### src/rtl/hs32_mem_pkg.sv
// Shared types and constants for the 32-to-16 bit memory bridge.
// Holds the bridge state enum, halfword stride and timeout default.
package hs32_mem_pkg;

  typedef enum logic [1:0] {
    ST_IDLE,
    ST_LO,
    ST_HI,
    ST_RESP
  } state_t;

  localparam logic [31:0] HALF_STRIDE = 32'd2;
  localparam int TIMEOUT_DEFAULT = 16;

endpackage

### src/rtl/mem_split16_wdog.sv
// Per-transaction watchdog for mem_split16 (used with MEM_SPLIT16_TIMEOUT_EN).
// Ports: clk, rst, clear, run, done in; expired out.
module mem_split16_wdog
  import hs32_mem_pkg::*;
#(
  parameter int CYCLES = TIMEOUT_DEFAULT
) (
  input  logic clk,
  input  logic rst,
  input  logic clear,
  input  logic run,
  input  logic done,
  output logic expired
);

  localparam int CW = $clog2(CYCLES + 1);

  logic [CW-1:0] cnt;

  always_ff @(posedge clk or posedge rst) begin
    if (rst) begin
      cnt <= '0;
    end else if (clear) begin
      cnt <= '0;
    end else if (run && !done) begin
      cnt <= cnt + CW'(1);
    end
  end

  // Fires in the last waiting cycle so the abort edge is the
  // CYCLES-th edge spent waiting.
  assign expired = run && !done &&
                   (cnt == CW'(CYCLES - 1));

endmodule

### src/rtl/mem_split16.sv
// Bridge from a 32-bit CPU request port to a 16-bit SRAM frontend.
// Ports: req_* (CPU request), resp_* (CPU response), mem_* (SRAM side).
// Optional macro MEM_SPLIT16_TIMEOUT_EN adds a per-transaction timeout.
module mem_split16
  import hs32_mem_pkg::*;
#(
  parameter int TIMEOUT_CYCLES = TIMEOUT_DEFAULT
) (
  input  logic        clk,
  input  logic        rst,
  input  logic        req_valid,
  output logic        req_ready,
  input  logic        req_rw,
  input  logic        req_word,
  input  logic [31:0] req_addr,
  input  logic [31:0] req_wdata,
  output logic        resp_valid,
  input  logic        resp_ready,
  output logic [31:0] resp_rdata,
  output logic        resp_err,
  output logic        mem_valid,
  output logic        mem_rw,
  output logic [31:0] mem_addr,
  output logic [15:0] mem_wdata,
  input  logic [15:0] mem_rdata,
  input  logic        mem_done
);

  state_t      state;
  logic        word_q;
  logic [15:0] wdata_hi;
  logic [31:0] rdata_q;
  logic        err_q;
  logic        busy;
  logic        tmo;
  logic        unused_a0;

  assign unused_a0 = req_addr[0];
  assign busy = (state == ST_LO) ||
                (state == ST_HI);

`ifdef MEM_SPLIT16_TIMEOUT_EN
  // Clearing on done restarts the count for the high half.
  mem_split16_wdog #(
    .CYCLES(TIMEOUT_CYCLES)
  ) u_wdog (
    .clk    (clk),
    .rst    (rst),
    .clear  (!busy || mem_done),
    .run    (busy),
    .done   (mem_done),
    .expired(tmo)
  );
`else
  logic unused_tmo_cfg;
  assign unused_tmo_cfg = (TIMEOUT_CYCLES == 0);
  assign tmo = 1'b0;
`endif

  // Gated so the frontend does not start a second
  // transaction in the cycle it reports completion.
  assign mem_valid  = busy && !mem_done;
  assign req_ready  = (state == ST_IDLE);
  assign resp_valid = (state == ST_RESP);
  assign resp_rdata = rdata_q;
  assign resp_err   = err_q;

  always_ff @(posedge clk or posedge rst) begin
    if (rst) begin
      state     <= ST_IDLE;
      word_q    <= 1'b0;
      wdata_hi  <= '0;
      rdata_q   <= '0;
      err_q     <= 1'b0;
      mem_rw    <= 1'b0;
      mem_addr  <= '0;
      mem_wdata <= '0;
    end else begin
      unique case (state)
        ST_IDLE: begin
          if (req_valid) begin
            word_q    <= req_word;
            wdata_hi  <= req_wdata[31:16];
            rdata_q   <= '0;
            err_q     <= 1'b0;
            mem_rw    <= req_rw;
            mem_addr  <= {req_addr[31:1], 1'b0};
            mem_wdata <= req_wdata[15:0];
            state     <= ST_LO;
          end
        end
        ST_LO: begin
          if (tmo) begin
            rdata_q <= '0;
            err_q   <= 1'b1;
            state   <= ST_RESP;
          end else if (mem_done) begin
            if (!mem_rw) rdata_q[15:0] <= mem_rdata;
            if (word_q) begin
              mem_addr  <= mem_addr + HALF_STRIDE;
              mem_wdata <= wdata_hi;
              state     <= ST_HI;
            end else begin
              state <= ST_RESP;
            end
          end
        end
        ST_HI: begin
          if (tmo) begin
            rdata_q <= '0;
            err_q   <= 1'b1;
            state   <= ST_RESP;
          end else if (mem_done) begin
            if (!mem_rw) rdata_q[31:16] <= mem_rdata;
            state <= ST_RESP;
          end
        end
        ST_RESP: begin
          if (resp_ready) state <= ST_IDLE;
        end
      endcase
    end
  end

endmodule

### config.mk
export PLATFORM = sky130hd
export DESIGN_NAME = mem_split16
export DESIGN_NICKNAME = d
export VERILOG_FILES = /design/src/rtl/hs32_mem_pkg.sv /design/src/rtl/mem_split16_wdog.sv /design/src/rtl/mem_split16.sv
export SDC_FILE = /design/constraint.sdc
export NUM_CORES = 1
export LEC_CHECK = 0
export BUFFER_PORTS_ARGS = -buffer_cell sky130_fd_sc_hd__buf_2
export CAP_MARGIN = 20
export CORE_MARGIN = 2
export CORE_UTILIZATION = 46
export DETAILED_ROUTE_END_ITERATION = 6
export HOLD_SLACK_MARGIN = 0.1
export PLACE_DENSITY = 0.86
export SYNTH_ARGS = -nofsm -noshare
export SYNTH_HDL_FRONTEND = slang
export SYNTH_SLANG_ARGS = --single-unit
### constraint.sdc
create_clock -name clk -period 3.1 [get_ports clk]
set_input_delay 0.31 -clock clk [delete_from_list [all_inputs] [get_ports clk]]
set_output_delay 0.31 -clock clk [all_outputs]
set_load 0.005 [all_outputs]
==> run_results.csv <==
group,metric,value,unit
sta,finalSetupTns,0,ns
sta,fin_crit,2.483,ns
clock_network,postCtsSetupBuffers,0,
logic_synthesis,synth.distinct_cells,47,
layout,area_growth,22.84,%
power_and_ir_drop,leakage,2.852,nW
logic_synthesis,synth_area_leaders,"dfrtp_1 (50%), nand2_1 (7.9%), o21ai_0 (6.7%)",
clock_network,worstSkewPairLatency,0.37,ns
clock_network,numClockSinks,99,
logic_synthesis,synth.avg_cell_area,9.459,um2
setup_path,crit_top_cell,"buf_4",
routing,vias,4606,
logic_synthesis,synth_top_family_by_area,"simple AND/OR/NAND/NOR gates",
clock_network,clk_path_buf_depth,2,
sta,setup_viol,0,
layout,fin_cells,817,
setup_path,cp_top_family,"buffers and inverters",
floorplanning,ios,172,
floorplanning,die_area,0.01160,mm2
global_routing,grt_pass1_wl,21560,um
floorplanning,core,0.01037,mm2
sta,hold_ws,0.1586,ns
layout,antennaDiodeCount,0,
setup_path,crit_slowest_cell,"dfrtp_1",
logic_synthesis,yosys.area_share.adder,1.517,%
logic_synthesis,synthCells,523,
clock_network,cts_tree,"done",
clock_network,cts_hold_buf,1,
global_routing,track_usage,23.58,%
setup_path,cp-end-kind,"flop",
routing,wirelength,13430,um
power_and_ir_drop,vdd_ir_drop_max,0.0005037,V
logic_synthesis,yosys-mux-area-fraction,8.776,%
global_routing,grt_antenna_before_repair,0,
logic_synthesis,synth_edf_count,0,
routing,wl_per_cell,16.43,um
setup_path,max_stage_delay,0.48,ns
global_routing,first_global_vias,4441,
power_and_ir_drop,powerDensity,1033,mW/mm2
sta,fmax,402.7,MHz
placement,port_buffers,168,
logic_synthesis,yosysTopAreaCell,"dfrtp_1",
clock_network,numCtsBuffers,9,
setup_path,path_cells,"inv_1, ha_1, mux2i_1, buf_4, a21oi_2, buf_4, nand4_1, o311a_1",
sta,slew_violations,0,
global_routing,grt-ovfl-total,0,
floorplanning,initial_core_util,47.71,%
floorplanning,rows,37,
routing,drtPass1Iterations,5,
clock_network,cts.clk_slew.worst_paths,0.10,ns
logic_synthesis,synth-xor-area-share,0,%
sta,fin_skew,0.008769,ns
placement,gp_congestion,0.9244,
run,max_cap_violations,0,
layout,post_route_cells_drive_above_1_share,33.77,%
layout,layout_commonest_cell,"buf_2",
layout,final_cell_mix,"buf_2 (168), nand2_1 (104), dfrtp_1 (99)",
clock_network,root_buffer,"clkbuf_8",
sta,max_slew.worst_pin.slew,0.8105,ns
floorplanning,die_y,107.7,um
logic_synthesis,async_reset_ff_share,100.0,%
clock_network,htreeDepth,3,
setup_path,crit_buf_inv,3,
hold_path,hold_class,"in2reg",
logic_synthesis,syn_area,0.004947,mm2
placement,dp_cells,800,
layout,fin_nets,769,
logic_synthesis,synth_ff_type,"dfrtp_1",
setup_path,r2r_slack,0.62,ns
logic_synthesis,synthSimpleGateAreaFrac,19.02,%
logic_synthesis,yosysWarnings,0,
logic_synthesis,synth_top_cell_area_share,50.08,%
setup_path,cp-start-kind,"flop",
routing,first_iter_violations,431,
floorplanning,chipWidth,107.7,um
setup_path,cp_max_fo,44,
logic_synthesis,synth_compound_area_share,16.51,%
sta,slew_headroom,45.84,%
run_status,status,"complete, no violations",
setup_path,worstPathArrival,2.74,ns
sta,final_hold_viol_count,0,
logic_synthesis,ys_seq_area_share,50.08,%
clock_network,cts_resized,0,
routing,via_per_inst,5.638,
routing,detail-route-antenna-nets,0,
placement,post-dp-hpwl,9904,um
routing,drc_errors,0,
setup_path,required,3.35,ns
sta,rsz0062_at_grt,"no",
logic_synthesis,ys_ff_latch,99,
sta,period_share,80.10,%
setup_path,worstSetupPathType,"reg2reg",
global_routing,grt_max_degree,64,
worst reg2reg max path, cell delays in order (launching register included):
cell and delay [ns]:
dfrtp_1 0.48, inv_1 0.14, ha_1 0.30, mux2i_1 0.15
buf_4 0.17, a21oi_2 0.09, buf_4 0.40, nand4_1 0.24
o311a_1 0.40
flip-flops by register name, summed over array words and instances, names as in the netlist:
signal	count
mem_rw	1
mem_wdata	16
resp_rdata	32
wdata_hi	16
word_q	1
state	2
mem_addr	31
final cells by class:
class                   instances  area [um2]
inverters                       9       36.28
repair buffers                179       925.9
well taps                     136       170.2
flip-flops and latches         99        2477
clock inverters                 7       52.55
fillers                       910        4293
multi-input cells             378        2291
clock buffers                   9       123.9
power breakdown:
group          internal [mW]  switching, mW
logic                   1.33           1.67
clock network          0.298          0.472
registers               1.94          0.572
Yosys cell counts, types with 6 or more instances:
library cell    n
a21oi_1        26
a2bb2oi_1       6
and4_1          9
clkbuf_1       28
dfrtp_1        99
ha_1            6
inv_1           9
mux2_2         19
mux2i_1        22
nand2_1       104
nand3_1        15
nand4_1        15
nor2_1         15
nor3_1          6
o21ai_0        66
o221a_2         6
o22ai_1        15
metrics by stage:
step / cell area, um2 / power [mW] / utilization [%] / setup WS (ns)
floorplan: 4951 / 4.373 / - / 0.1996
global placement: 5891 / 5.323 / 56.81 / 0.8149
detailed placement: 5891 / 5.527 / 56.81 / 0.6495
CTS: 6077 / 6.289 / 58.60 / 0.6336
global route: 6077 / 6.783 / 58.60 / 0.4685
finish: 6077 / 6.278 / 58.60 / 0.6168
final timing paths:
path / cells past startpoint / from / endpoint
setup / recovery: 8 / state[0] / mem_addr[25]
hold / removal: 2 / req_wdata[24] / wdata_hi[8]
hold reg to reg: 2 / mem_wdata[15] / mem_wdata[15]
setup reg to reg: 8 / state[0] / mem_addr[25]
max in group asynchronous: 4 / rst / mem_wdata[14]
min in group asynchronous: 3 / rst / mem_addr[23]
per-layer routing:
| metal | GRT usage (%) | up-vias | part of all wire (%) |
|---|---|---|---|
| li1 | - | 2172 | - |
| met5 | 0 | - | 0 |
| met1 | 30.03 | 2195 | 42 |
| met4 | 9.341 | 0 | 2.1 |
| met3 | 4.600 | 23 | 7.4 |
| met2 | 39.49 | 216 | 49 |
cell families (layout without fill, tap and decap cells):
| kind of cell | Yosys count | count (layout) |
|---|---|---|
| compound gates | 136 | 136 |
| flops | 99 | 99 |
| buf+inv | 47 | 204 |
| other cells | 1 | 2 |
| mux | 41 | 41 |
| fa+ha+maj | 6 | 6 |
| simple gates | 193 | 193 |
Note: power is estimated with default switching activity, not from simulation.
